**config.mk**
```make
export PLATFORM = sky130hd
export DESIGN_NAME = pause_dim_ctl
export DESIGN_NICKNAME = d
export VERILOG_FILES = /design/src/rtl/pause_pkg.sv /design/src/rtl/pause_dim_timer.sv /design/src/rtl/pause_dim_ctl.sv
export SDC_FILE = /design/constraint.sdc
export NUM_CORES = 1
export LEC_CHECK = 0
export ABC_AREA = 0
export BUFFER_PORTS_ARGS = -buffer_cell sky130_fd_sc_hd__buf_2
export CAP_MARGIN = 0
export CORE_AREA = 2 2 39 41
export CTS_CLUSTER_SIZE = 12
export DETAILED_ROUTE_END_ITERATION = 6
export DIE_AREA = 0 0 41 43
export GPL_ROUTABILITY_DRIVEN = 0
export SYNTH_ARGS = -nofsm -noshare
export SYNTH_HDL_FRONTEND = slang
export SYNTH_SLANG_ARGS = --single-unit
```
**constraint.sdc**
```tcl
create_clock -name clk -period 0.9 [get_ports clk]
set_input_delay 0.045 -clock clk [delete_from_list [all_inputs] [get_ports clk]]
set_output_delay 0.045 -clock clk [all_outputs]
set_load 0.01 [all_outputs]
```
**src/rtl/pause_pkg.sv**
```systemverilog
// Shared types and helpers for the pause/dim controller (pause_dim_ctl).
// Holds the dimming FSM state enum and the width helpers used by the top and the timer.
package pause_pkg;

    typedef enum logic [1:0] {
        RUN  = 2'd0,
        WAIT = 2'd1,
        DIM  = 2'd2
    } pause_state_e;

    // Width of the dim_level port; never narrower than one bit.
    function automatic int dim_level_w(input int steps);
        int w;
        w = $clog2(steps + 1);
        return (w < 1) ? 1 : w;
    endfunction

    function automatic int timer_w(input int dim_cycles, input int step_cycles);
        return $clog2(((dim_cycles > step_cycles) ? dim_cycles : step_cycles) + 1);
    endfunction

endpackage

```
**src/rtl/pause_dim_timer.sv**
```systemverilog
// Saturating pause timer plus the target dim-level counter.
// Only instantiated when the dimming feature (PAUSE_DIM_EN) is built.
module pause_dim_timer
    import pause_pkg::*;
#(
    parameter int TW        = 8,
    parameter int DIM_STEPS = 1
) (
    input  logic                              clk_i,
    input  logic                              rst_ni,
    input  logic                              clear_i,
    input  logic                              first_i,
    input  logic                              step_i,
    output logic [TW-1:0]                     timer_o,
    output logic [dim_level_w(DIM_STEPS)-1:0] level_o
);

    localparam int LW = dim_level_w(DIM_STEPS);
    localparam logic [TW-1:0] TIMER_MAX = '1;
    localparam logic [LW-1:0] LEVEL_MAX = LW'(DIM_STEPS);

    logic [TW-1:0] timer_q;
    logic [LW-1:0] level_q;

    // Clear wins over everything so an unpause never leaves a stale level behind.
    always_ff @(posedge clk_i) begin
        if (!rst_ni || clear_i) begin
            timer_q <= '0;
            level_q <= '0;
        end else if (first_i) begin
            timer_q <= '0;
            level_q <= LW'(1);
        end else if (step_i) begin
            timer_q <= '0;
            if (level_q < LEVEL_MAX) begin
                level_q <= level_q + LW'(1);
            end
        end else if (timer_q != TIMER_MAX) begin
            timer_q <= timer_q + TW'(1);
        end
    end

    assign timer_o = timer_q;
    assign level_o = level_q;

endmodule

```
**src/rtl/pause_dim_ctl.sv**
```systemverilog
// Pause controller with optional screen dimming after a long user pause.
// Dimming is built only when the macro PAUSE_DIM_EN is defined; otherwise colour is a registered passthrough.
module pause_dim_ctl
    import pause_pkg::*;
#(
    parameter int RW          = 2,
    parameter int GW          = 2,
    parameter int BW          = 2,
    parameter int NUM_SRC     = 2,
    parameter int DIM_CYCLES  = 32'h68E7780,
    parameter int STEP_CYCLES = 11000000,
    parameter int DIM_STEPS   = 1
) (
    input  logic                              clk,
    input  logic                              reset_n,
    input  logic                              btn_pause,
    input  logic [NUM_SRC-1:0]                src_pause,
    input  logic                              vblank,
    input  logic [RW-1:0]                     r_in,
    input  logic [GW-1:0]                     g_in,
    input  logic [BW-1:0]                     b_in,
    output logic [RW-1:0]                     r_out,
    output logic [GW-1:0]                     g_out,
    output logic [BW-1:0]                     b_out,
    output logic                              pause,
    output logic                              user_paused,
    output logic [dim_level_w(DIM_STEPS)-1:0] dim_level
);

    localparam int LW = dim_level_w(DIM_STEPS);

    logic          btn_q;
    logic          user_paused_q;
    logic          user_paused_d;
    logic          pause_q;
    logic          toggle;
    logic [LW-1:0] dim_d;
    logic [RW-1:0] r_q;
    logic [GW-1:0] g_q;
    logic [BW-1:0] b_q;

    assign toggle        = btn_pause & ~btn_q;
    assign user_paused_d = user_paused_q ^ toggle;

    // Pause uses the next toggle state so user_paused and pause move on the same clock.
    always_ff @(posedge clk) begin
        if (!reset_n) begin
            btn_q         <= 1'b0;
            user_paused_q <= 1'b0;
            pause_q       <= 1'b0;
        end else begin
            btn_q         <= btn_pause;
            user_paused_q <= user_paused_d;
            pause_q       <= user_paused_d | (|src_pause);
        end
    end

`ifdef PAUSE_DIM_EN
    localparam int TW = timer_w(DIM_CYCLES, STEP_CYCLES);
    localparam logic [TW-1:0] DIM_LAST  = TW'(DIM_CYCLES - 1);
    localparam logic [TW-1:0] STEP_LAST = TW'(STEP_CYCLES - 1);

    pause_state_e  state_q;
    logic          vblank_q;
    logic [LW-1:0] dim_q;
    logic [TW-1:0] timer;
    logic [LW-1:0] level;
    logic          leave;
    logic          tmr_clear;
    logic          tmr_first;
    logic          tmr_step;

    // A toggle while paused always returns to RUN, ahead of any timer event.
    assign leave     = toggle & user_paused_q;
    assign tmr_clear = (state_q == RUN) | leave;
    assign tmr_first = (state_q == WAIT) & (timer >= DIM_LAST);
    assign tmr_step  = (state_q == DIM) & (timer >= STEP_LAST);

    pause_dim_timer #(
        .TW        (TW),
        .DIM_STEPS (DIM_STEPS)
    ) u_timer (
        .clk_i   (clk),
        .rst_ni  (reset_n),
        .clear_i (tmr_clear),
        .first_i (tmr_first),
        .step_i  (tmr_step),
        .timer_o (timer),
        .level_o (level)
    );

    // Brightness only changes at a vblank rising edge, except the immediate restore on unpause.
    always_comb begin
        dim_d = dim_q;
        if (leave || (state_q == RUN)) begin
            dim_d = '0;
        end else if (vblank && !vblank_q) begin
            dim_d = level;
        end
    end

    always_ff @(posedge clk) begin
        if (!reset_n) begin
            state_q  <= RUN;
            vblank_q <= 1'b0;
            dim_q    <= '0;
        end else begin
            vblank_q <= vblank;
            dim_q    <= dim_d;
            if (leave) begin
                state_q <= RUN;
            end else begin
                case (state_q)
                    RUN:     if (toggle) state_q <= WAIT;
                    WAIT:    if (tmr_first) state_q <= DIM;
                    DIM:     state_q <= DIM;
                    default: state_q <= RUN;
                endcase
            end
        end
    end

    assign dim_level = dim_q;
`else
    logic unused_nodim;

    assign unused_nodim = vblank ^ (DIM_CYCLES > STEP_CYCLES);
    assign dim_d        = '0;
    assign dim_level    = '0;
`endif

    // The shift uses the level being registered this clock, so colour and dim_level change together.
    always_ff @(posedge clk) begin
        if (!reset_n) begin
            r_q <= '0;
            g_q <= '0;
            b_q <= '0;
        end else begin
            r_q <= r_in >> dim_d;
            g_q <= g_in >> dim_d;
            b_q <= b_in >> dim_d;
        end
    end

    assign r_out       = r_q;
    assign g_out       = g_q;
    assign b_out       = b_q;
    assign pause       = pause_q;
    assign user_paused = user_paused_q;

endmodule
```
# Yosys cells after proc, flatten, opt, wreduce, memory -nomap -nowiden
# Index checks and enable logic that the tools add are counted.
classes:
  div: 0
  mux: 0
  order_cmp: 0
  n_eq_ne: 0
  bitwise: 4
  addsub: 0
  reduce_logical: 1
  n_mul: 0
  shifts: 0
op_table:
  columns: ["op", "n"]
  rows:
  - ["OR reduction 2 bit", 1]
  - ["bitwise AND 1 bit", 1]
  - ["inverter 1 bit", 1]
  - ["OR 1 bit", 1]
  - ["bitwise XOR 1 bit", 1]
word_totals:
  mem_bits_ro: 0
  mem_count: 0
  wordCells: 11
  reg_bits: 9
  mem_bits_rw: 0
  input_bits: 12
  latchBits: 0

# Logic depth before layout (Yosys ltp)
# Gate-level depths: netlist of the first run.
depth:
  depth_word: 4
  ltp_mapped: 3
  mapped_depth_nobuf: 3

# Worst setup path before layout of the first run
# Ideal clock, no wire load.
synth_timing:
  path_kind: "register -> register"
  start: "reg btn_q"
  end: "reg pause_q (netlist: pause)"
  required_time_ns: 0.780
  path_stages_with_launch: 4
  slack_ns: 0.027
  arrival_time_ns: 0.754
  cell_sequence: "dfxtp_1 -> nand2b_1 -> xnor2_1 -> o31a_1"
synth_via:
  elab_chain_cells: 4
synth_rtl:
  columns: ["item", "line", "source"]
  rows:
  - ["start, declared", "pause_dim_ctl.sv:32", "logic btn_q;"]
  - ["start signal, assigned", "pause_dim_ctl.sv:52", "btn_q <= btn_pause;"]
  - ["inverter 1 bit", "pause_dim_ctl.sv:42", "assign toggle = btn_pause & ~btn_q;"]
  - ["bitwise AND 1 bit", "pause_dim_ctl.sv:42", null]
  - ["bitwise XOR 1 bit", "pause_dim_ctl.sv:43", "assign user_paused_d = user_paused_q ^ toggle;"]
  - ["OR 1 bit", "pause_dim_ctl.sv:54", "pause_q <= user_paused_d | (|src_pause);"]
  - ["end signal, assigned", "pause_dim_ctl.sv:54", null]
  - ["end, declared", "pause_dim_ctl.sv:35", "logic pause_q;"]
# No other way between the ends.
# A chain may end at the register's enable or synchronous reset.

# Worst setup path in the final report of the first run
# Same ends and word-level chain as after synthesis.

==> results of run 1 <==
routing by layer:
metal	track usage [%]	vias up	wire length, um	share of wire (%)
li1	-	122	-	-
met1	8.09	107	194	35
met2	12.5	10	312	56
met3	4.71	0	47	8.5
met4	8.00	0	0	0
met5	0	-	0	0
what timing repair did:
| item | CTS | global route |
|---|---|---|
| pin swaps | 1 | 0 |
| setup buffers | 0 | 0 |
| setup endpoints to repair | 1 | 1 |
| hold buffers | 8 | 0 |
| gates resized for setup | 1 | 0 |
| endpoints found under the hold margin | 7 | 0 |
power breakdown:
group	switching, uW	total, uW	internal (uW)
logic	43.8	117	73.5
registers	7.26	431	424
clock network	128	298	170
total	179	846	667
final timing paths:
path / start / endpoint / slack [ns] / cells after the start
setup reg to reg: btn_q / pause / 0.004 / 3
hold reg to reg: user_paused / user_paused / 0.62 / 2
hold / removal: btn_pause / btn_q / 0.04 / 2
setup / recovery: btn_q / pause / 0.004 / 3
final cells by class:
class / count / area share [%]
repair buffers: 26 / 35.3
multi-input cells: 12 / 17.7
flip-flops and latches: 9 / 37.4
clock buffers: 4 / 5.45
well taps: 16 / 4.16
sequential cells by signal, summed over array words and instances, names as in the netlist:
name         cells
g_out            2
pause            1
b_out            2
user_paused      1
r_out            2
btn_q            1
through the flow:
| step | instances | hold WS, ns | worst slack, ns | total power, uW |
|---|---|---|---|---|
| 2_1_floorplan | 22 | 0.167 | 0.0267 | 483 |
| 3_3_place_gp | 55 | 0.244 | -0.00123 | 527 |
| 3_5_place_dp | 55 | 0.254 | -0.00653 | 528 |
| 4_1_cts | 67 | 0.0312 | -0.00278 | 872 |
| 5_1_grt | 67 | 0.0353 | -0.0426 | 909 |
| 6_report | 67 | 0.0420 | 0.00358 | 846 |
critical path, delay by kind of cell, from the launching register on:
| family | cells | cell delay, ns |
|---|---|---|
| AND/OR/NAND/NOR | 1 | 0.13 |
| AO/OA/AOI/OAI | 1 | 0.23 |
| XOR/XNOR | 1 | 0.13 |
| flip-flops | 1 | 0.30 |
cells by family after synthesis:
family / count (synthesis)
AND/OR/NAND/NOR: 9
AO/OA/AOI/OAI: 1
XOR/XNOR: 1
flip-flops: 9
other: 1
buffers and inverters: 1
cell usage after synthesis (all sizes together):
master / count
dfxtp: 9
and2: 8
buf: 1
conb: 1
nand2b: 1
o31a: 1
xnor2: 1
==> impl_metrics.tcl, run 1 <==
set metrics [dict create \
    hold_viol 0 \
    clock-sinks 9 \
    via_per_inst 3.57 \
    ios 21 \
    p_leak_uw 0.000235 \
    cp-end-kind "flip-flop" \
    seqCellArea_um2 180 \
    fin_area_um2 482 \
    peakVddDrop_mv 0.574 \
    synth_area_leaders "dfxtp_1 68%, and2_1 19%, o31a_1 3.3%" \
    dr.pass1.iters 1 \
    crit_type "reg2reg" \
    avgSynthCellArea_um2 12.1 \
    ys_seq_area_share_pct 67.9 \
    synth-compound-area-share_pct 3.30 \
    rsz0062_at_grt "true" \
    rows 14 \
    grt_pass1_wl_um 945 \
    maxCapViolCount 0 \
    initial_core_util_pct 19.2 \
    ys_seq_elements 9 \
    drtIter0Drc 0 \
    p_per_area_nw_per_um2 1760 \
    grt_use_total_pct 8.65 \
    placed_cell_area_um2 368 \
    drv_slew 0 \
    synth_cell_types 7 \
    cpMaxStageDelayCell "dfxtp_1" \
    layout.cells.most_common "buf_2" \
    synthesis.area_um2 265 \
    worst_setup_path_start_kind "flip-flop" \
    synth-xor-area-share_pct 3.30 \
    fmax_mhz 1120 \
    io_buffers 18 \
    antenna_cells 0 \
    tritoncts "done" \
    final_antenna_net_count 0 \
    multi_input_area_um2 85.1 \
    path_max_fanout 2 \
    antenna_found_initial 0 \
    final_cell_mix "18 x buf_2, 9 x dfxtp_1, 8 x and2_1, 8 x dlygate4sd3_1, 3 x clkbuf_4" \
    final_util_pct 34.8 \
    synthMuxAreaShare_pct 0 \
    fp.dieW_um 41 \
    wl_um 554 \
    drive_gt1_share_pct 43.1 \
    synth_top_family_by_area "simple AND/OR/NAND/NOR gates" \
    dieArea_um2 1760 \
    synthToLayoutAreaGrowth_pct 81.6 \
    synth_fa_ha_area_share_pct 0 \
    final.min_clock_period_ns 0.896 \
    routed-via-count 239 \
    crit_chain "nand2b_4 -> xnor2_1 -> o31a_1" \
    overflow 0 \
    fill_cells 155 \
    grt_pass1_vias 245 \
    yosys_warnings 0 \
    clockRootBuffer "clkbuf_4" \
    synth_top_area_share_pct 67.9 \
    core_um2 1380 \
    fin_crit_sh_pct 99.6 \
    finClkSkew_ns 0.00158 \
    htreeDepth 1 \
    status "completed" \
    final-setup-viol-count 0 \
    grt_max_degree 10 \
    path_clk_slew_ns 0.06 \
    numCtsBuffers 3 \
    nNetsFinal 64 \
    hp-class "in2reg" \
    slowest_delay_ns 0.30 \
    cp.required_ns 1.04 \
    synth_cells 22 \
    clkLatencyLatePin_ns 0.25 \
    synth-simple-area-share_pct 21.2 \
    yosysTopAreaCell "dfxtp_1" \
    arrival_ns 1.04 \
    die_h_um 43 \
    drt-wirelength-per-cell_um 8.27 \
    tns_ns 0 \
    synth_nets 34 \
    cts_buffer_depth 2 \
    post-route-drc-count 0 \
]
No activity file was read; power rests on OpenSTA's default activity.
==> run 2, diff against run 1 <==
--- a/config.mk
+++ b/config.mk
@@ -6,12 +6,13 @@
 export NUM_CORES = 1
 export LEC_CHECK = 0
 export ABC_AREA = 0
-export BUFFER_PORTS_ARGS = -buffer_cell sky130_fd_sc_hd__buf_2
 export CAP_MARGIN = 0
 export CORE_AREA = 2 2 39 41
+export CTS_BUF_LIST = sky130_fd_sc_hd__clkbuf_2 sky130_fd_sc_hd__clkbuf_4 sky130_fd_sc_hd__clkbuf_8
 export CTS_CLUSTER_SIZE = 12
 export DETAILED_ROUTE_END_ITERATION = 6
 export DIE_AREA = 0 0 41 43
+export DONT_BUFFER_PORTS = 1
 export GPL_ROUTABILITY_DRIVEN = 0
 export SYNTH_ARGS = -nofsm -noshare
 export SYNTH_HDL_FRONTEND = slang
==> run 2 against run 1 <==
Effect of this change:
- worst hold slack better by 0.057 ns
- via count shrank 24%
- sequential share of layout area increased by 5.2 points
- routed wire length decreased by 10%
- global-route usage is 1.4 points lower
- fmax grew 1.4%
- die area is the same
- final area decreased by 12%
- critical path depth unchanged
- clock power is 11% higher
- total power is 0.89% higher
- first-iteration DRC count unchanged
- largest cell class unchanged
- largest power group unchanged
==> impl_metrics.tcl, run 2 (same netlist as run 1, synthesis figures left out) <==
set metrics [dict create \
    status "completed" \
    worst_setup_path_start_kind "flip-flop" \
    arrival_ns 1.03 \
    hp-class "in2reg" \
    rows 14 \
    drive_gt1_share_pct 16.7 \
    combPwrFrac_pct 9.3 \
    cp.required_ns 1.05 \
    dieArea_um2 1760 \
    cpMaxStageDelayCell "dfxtp_1" \
    core_um2 1380 \
    fmax_mhz 1130 \
    via_per_inst 3.50 \
    nNetsFinal 49 \
    critPathBufInv 0 \
    fin_crit_sh_pct 98.2 \
    overflow 0 \
    clockRootBuffer "clkbuf_4" \
    grt_pass1_vias 176 \
    io_buffers 0 \
    htreeDepth 1 \
    grt_use_total_pct 7.24 \
    finClkSkew_ns 0.0000732 \
    routed-via-count 182 \
    grt_max_degree 10 \
    grt_pass1_wl_um 779 \
    maxCapViolCount 0 \
    p_clk_share_pct 38.7 \
    fp.dieW_um 41 \
    wl_um 496 \
    final.min_clock_period_ns 0.884 \
    tns_ns 0 \
    ios 21 \
    fin_cells 52 \
    cell_internal_pwr_uw 680 \
    clock-sinks 9 \
    multi_input_area_um2 85.1 \
    post-route-drc-count 0 \
    drv_slew 0 \
    fill_cells 151 \
    final_antenna_net_count 0 \
    path_max_fanout 2 \
    die_h_um 43 \
    seqCellArea_um2 180 \
    dp.cells 38 \
    clkLatencyLatePin_ns 0.25 \
    cts_buffer_depth 2 \
    antenna_cells 0 \
    initial_core_util_pct 19.2 \
    crit_chain "nand2b_4 -> xnor2_1 -> o31a_1" \
    hold_viol 0 \
    p_sw_uw 173 \
    drtIter0Drc 0 \
    dr.pass1.iters 1 \
    peakVddDrop_mv 0.814 \
    swShare_pct 20.3 \
    p_total_uw 854 \
    crit_family "flip-flops" \
    rsz0062_at_grt "true" \
    p_per_area_nw_per_um2 2020 \
    slowest_delay_ns 0.29 \
    antenna_found_initial 0 \
    path_clk_slew_ns 0.06 \
    final_util_pct 30.6 \
    crit_type "reg2reg" \
    final_cell_mix "10 x dlygate4sd3_1, 9 x dfxtp_1, 8 x and2_1" \
    synthToLayoutAreaGrowth_pct 59.4 \
    drt-wirelength-per-cell_um 9.54 \
    tritoncts "done" \
    numCtsBuffers 3 \
    seq_power_share_pct 51.9 \
    p_leak_uw 0.000175 \
    cp-end-kind "flip-flop" \
    final-setup-viol-count 0 \
    post_cts_buffers 0 \
    layout.cells.most_common "dlygate4sd3_1" \
]
[run 2: cell types whose count changed in the layout (fill, tap and decap cells not counted)]
| cell | previous run | this run |
|---|---|---|
| clkbuf_1 | 1 | 0 |
| dlygate4sd3_1 | 8 | 10 |
| buf_4 | 0 | 1 |
| clkbuf_4 | 3 | 4 |
| buf_2 | 18 | 0 |
[run 2: power by group through the flow]
stage | sequential, uW | clock (uW) | combinational, uW
final | 443 | 331 | 79.5
after global routing | 446 | 370 | 87.9
after CTS | 444 | 354 | 81.1
after detailed placement | 452 | 0 | 39.9
after global placement | 452 | 0 | 39.4
after floorplan | 453 | 0 | 30.3
[run 2: per-layer routing]
layer | track usage, % | wire, um | vias to the layer above
li1 | - | - | 93
met1 | 7.42 | 194 | 77
met2 | 8.75 | 236 | 12
met3 | 7.85 | 64 | 0
met4 | 4.00 | 0 | 0
met5 | 0 | 0 | -
[run 2: path summary, 6_finish.rpt]
check,startpoint,endpoint,slack [ns],depth (start not counted)
max,btn_q,pause,0.02,3
min reg2reg,user_paused,user_paused,0.63,2
min,btn_pause,pause,0.1,3
max reg2reg,btn_q,pause,0.02,3
[run 2: what timing repair did]
| item | CTS | global route |
|---|---|---|
| hold buffers | 10 | 0 |
| resized for setup | 1 | 0 |
| pin swaps | 1 | 0 |
| gates cloned | 0 | 0 |
| setup endpoints to repair | 1 | 1 |
| endpoints found under the hold margin | 9 | 0 |
[run 2: final cells by class]
cell class | count | area share [%]
Timing Repair Buffer | 11 | 25.4
Clock buffer | 4 | 7.10
Multi-Input combinational cell | 12 | 20.1
Sequential cell | 9 | 42.6
Tap cell | 16 | 4.73
[run 2: worst min-delay path: stages]
cell and delay [ns]:
nand2b_4 0.04, xnor2_1 0.13, o31a_1 0.11
[run 2: metrics by stage]
step / setup WS [ns] / hold slack (ns) / instance area (um2)
final: 0.0159 / 0.0988 / 423
after global routing: -0.0306 / 0.105 / 423
after CTS: 0.0121 / 0.0869 / 423
after detailed placement: 0.00459 / 0.171 / 285
after global placement: 0.00747 / 0.168 / 285
after floorplan: 0.0267 / 0.167 / 265
==> run 3, diff against run 2 <==
==> constraint.sdc (replaced) <==
create_clock -name clk -period 0.9 [get_ports clk]
set_input_delay 0.045 -clock clk [delete_from_list [all_inputs] [get_ports clk]]
set_output_delay 0.045 -clock clk [all_outputs]
set_load 0.05 [all_outputs]
==> run 3 against run 2 <==
Effect of this change:
- the flow now finishes with violations (setup timing)
- sequential cell count did not move
- final area rose by 15%
- utilization rose by 4.6 points
- clock skew barely moved
- worst hold slack got worse by 0.0095 ns
- via count rose by 13%
- routed wire length rose by 17%
- fmax fell by 4.1%
==> impl_metrics.tcl, run 3 (same netlist as run 1, synthesis figures left out) <==
set metrics [dict create \
    p_total_uw 970 \
    layout.cells.most_common "dlygate4sd3_1" \
    grt_use_total_pct 7.65 \
    finClkSkew_ns 0.000226 \
    tns_ns -0.0216 \
    wl_um 578 \
    grt_pass1_vias 185 \
    fin_crit_sh_pct 102 \
    worst_setup_path_start_kind "flip-flop" \
    dp.cells 45 \
    multi_input_area_um2 92.6 \
    antenna_found_initial 0 \
    antenna_cells 0 \
    crit_type "reg2reg" \
    via_per_inst 3.49 \
    hold_viol 0 \
    nNetsFinal 56 \
    crit_chain "nand2b_4 -> xnor2_2 -> o31a_1" \
    io_buffers 0 \
    numCtsBuffers 3 \
    clkLatencyLatePin_ns 0.25 \
    htreeDepth 1 \
    fmax_mhz 1090 \
    holdWs_ns 0.0893 \
    clock-sinks 9 \
    grt_max_degree 10 \
    peakVddDrop_mv 0.602 \
    fin_cells 59 \
    highest_layer "met3" \
    rsz0062_at_grt "true" \
    maxCapViolCount 0 \
    fill_cells 141 \
    tritoncts "done" \
    ios 21 \
    status "finished with violations" \
    violations "setup timing" \
    core_um2 1380 \
    crit_family "flip-flops" \
    arrival_ns 1.06 \
    wl_met2_um 341 \
    drt-wirelength-per-cell_um 9.80 \
    post-route-drc-count 0 \
    p_leak_uw 0.000218 \
    die_h_um 43 \
    routed-via-count 206 \
    initial_core_util_pct 19.2 \
    fp.dieW_um 41 \
    cp.required_ns 1.04 \
    route.met3.wl_um 31 \
    grt_pass1_wl_um 807 \
    seqCellArea_um2 184 \
    drtIter0Drc 0 \
    dr.pass1.iters 1 \
    final_antenna_net_count 0 \
    slowest_delay_ns 0.30 \
    rows 14 \
    cp-end-kind "flip-flop" \
    dieArea_um2 1760 \
    drv_slew 0 \
    final.min_clock_period_ns 0.922 \
    path_clk_slew_ns 0.06 \
    cts_buffer_depth 2 \
    final_cell_mix "10 x dlygate4sd3_1, 8 x and2_1, 8 x dfxtp_1, 8 x buf_4, 4 x clkbuf_4" \
    hp-class "in2reg" \
    final-setup-viol-count 1 \
    fin_ws_ns -0.0216 \
    post_cts_buffers 0 \
    critPathBufInv 0 \
    preCtsSetupSlack_ns -0.0263 \
    cpMaxStageDelayCell "dfxtp_1" \
    drt-met1-wl_um 205 \
    clockRootBuffer "clkbuf_4" \
    p_per_area_nw_per_um2 1990 \
    synthToLayoutAreaGrowth_pct 83.5 \
    drive_gt1_share_pct 34.9 \
    overflow 0 \
    path_max_fanout 2 \
]
run 3: through the flow:
| step | utilization [%] | area (um2) |
|---|---|---|
| 6_report | 35.2 | 487 |
| 2_1_floorplan | - | 269 |
| 4_1_cts | 35.2 | 487 |
| 3_3_place_gp | 24.7 | 342 |
| 5_1_grt | 35.2 | 487 |
| 3_5_place_dp | 24.7 | 342 |
run 3: final timing paths:
kind	startpoint	end	slack, ns	cells past startpoint
setup / recovery	btn_q	pause	-0.02	3
hold / removal	btn_pause	user_paused	0.09	3
setup reg to reg	btn_q	pause	-0.02	3
hold reg to reg	user_paused	user_paused	0.62	2
run 3: per-layer routing:
| layer | vias up | track usage [%] |
|---|---|---|
| met5 | - | 0 |
| met4 | 0 | 8.00 |
| met3 | 0 | 3.14 |
| met2 | 7 | 10.3 |
| met1 | 93 | 8.09 |
| li1 | 106 | - |
run 3: report_power, final:
part           total [uW]  switching (uW)  internal, uW  leakage [uW]
registers             435            10.0           425     0.0000757
clock network         334             134           201     0.0000184
logic                 201             118          83.0      0.000124
total                 970             262           708      0.000218
run 3: what timing repair did:
action | 4_1_cts | 5_1_grt
gates resized for setup | 2 | 0
hold endpoints to repair | 9 | 0
hold buffers | 10 | 0
endpoints found under the setup margin | 1 | 1
run 3: layout make-up:
class	count	share of cell area, %
Tap cell	16	4.11
Timing Repair Buffer	18	32.9
Clock buffer	4	6.17
Sequential cell	9	37.8
Multi-Input combinational cell	12	19.0
run 3: worst min-delay path: cells and delay by family:
kind / cells / cell delay (ns)
XOR/XNOR: 1 / 0.07
AND/OR/NAND/NOR: 2 / 0.19
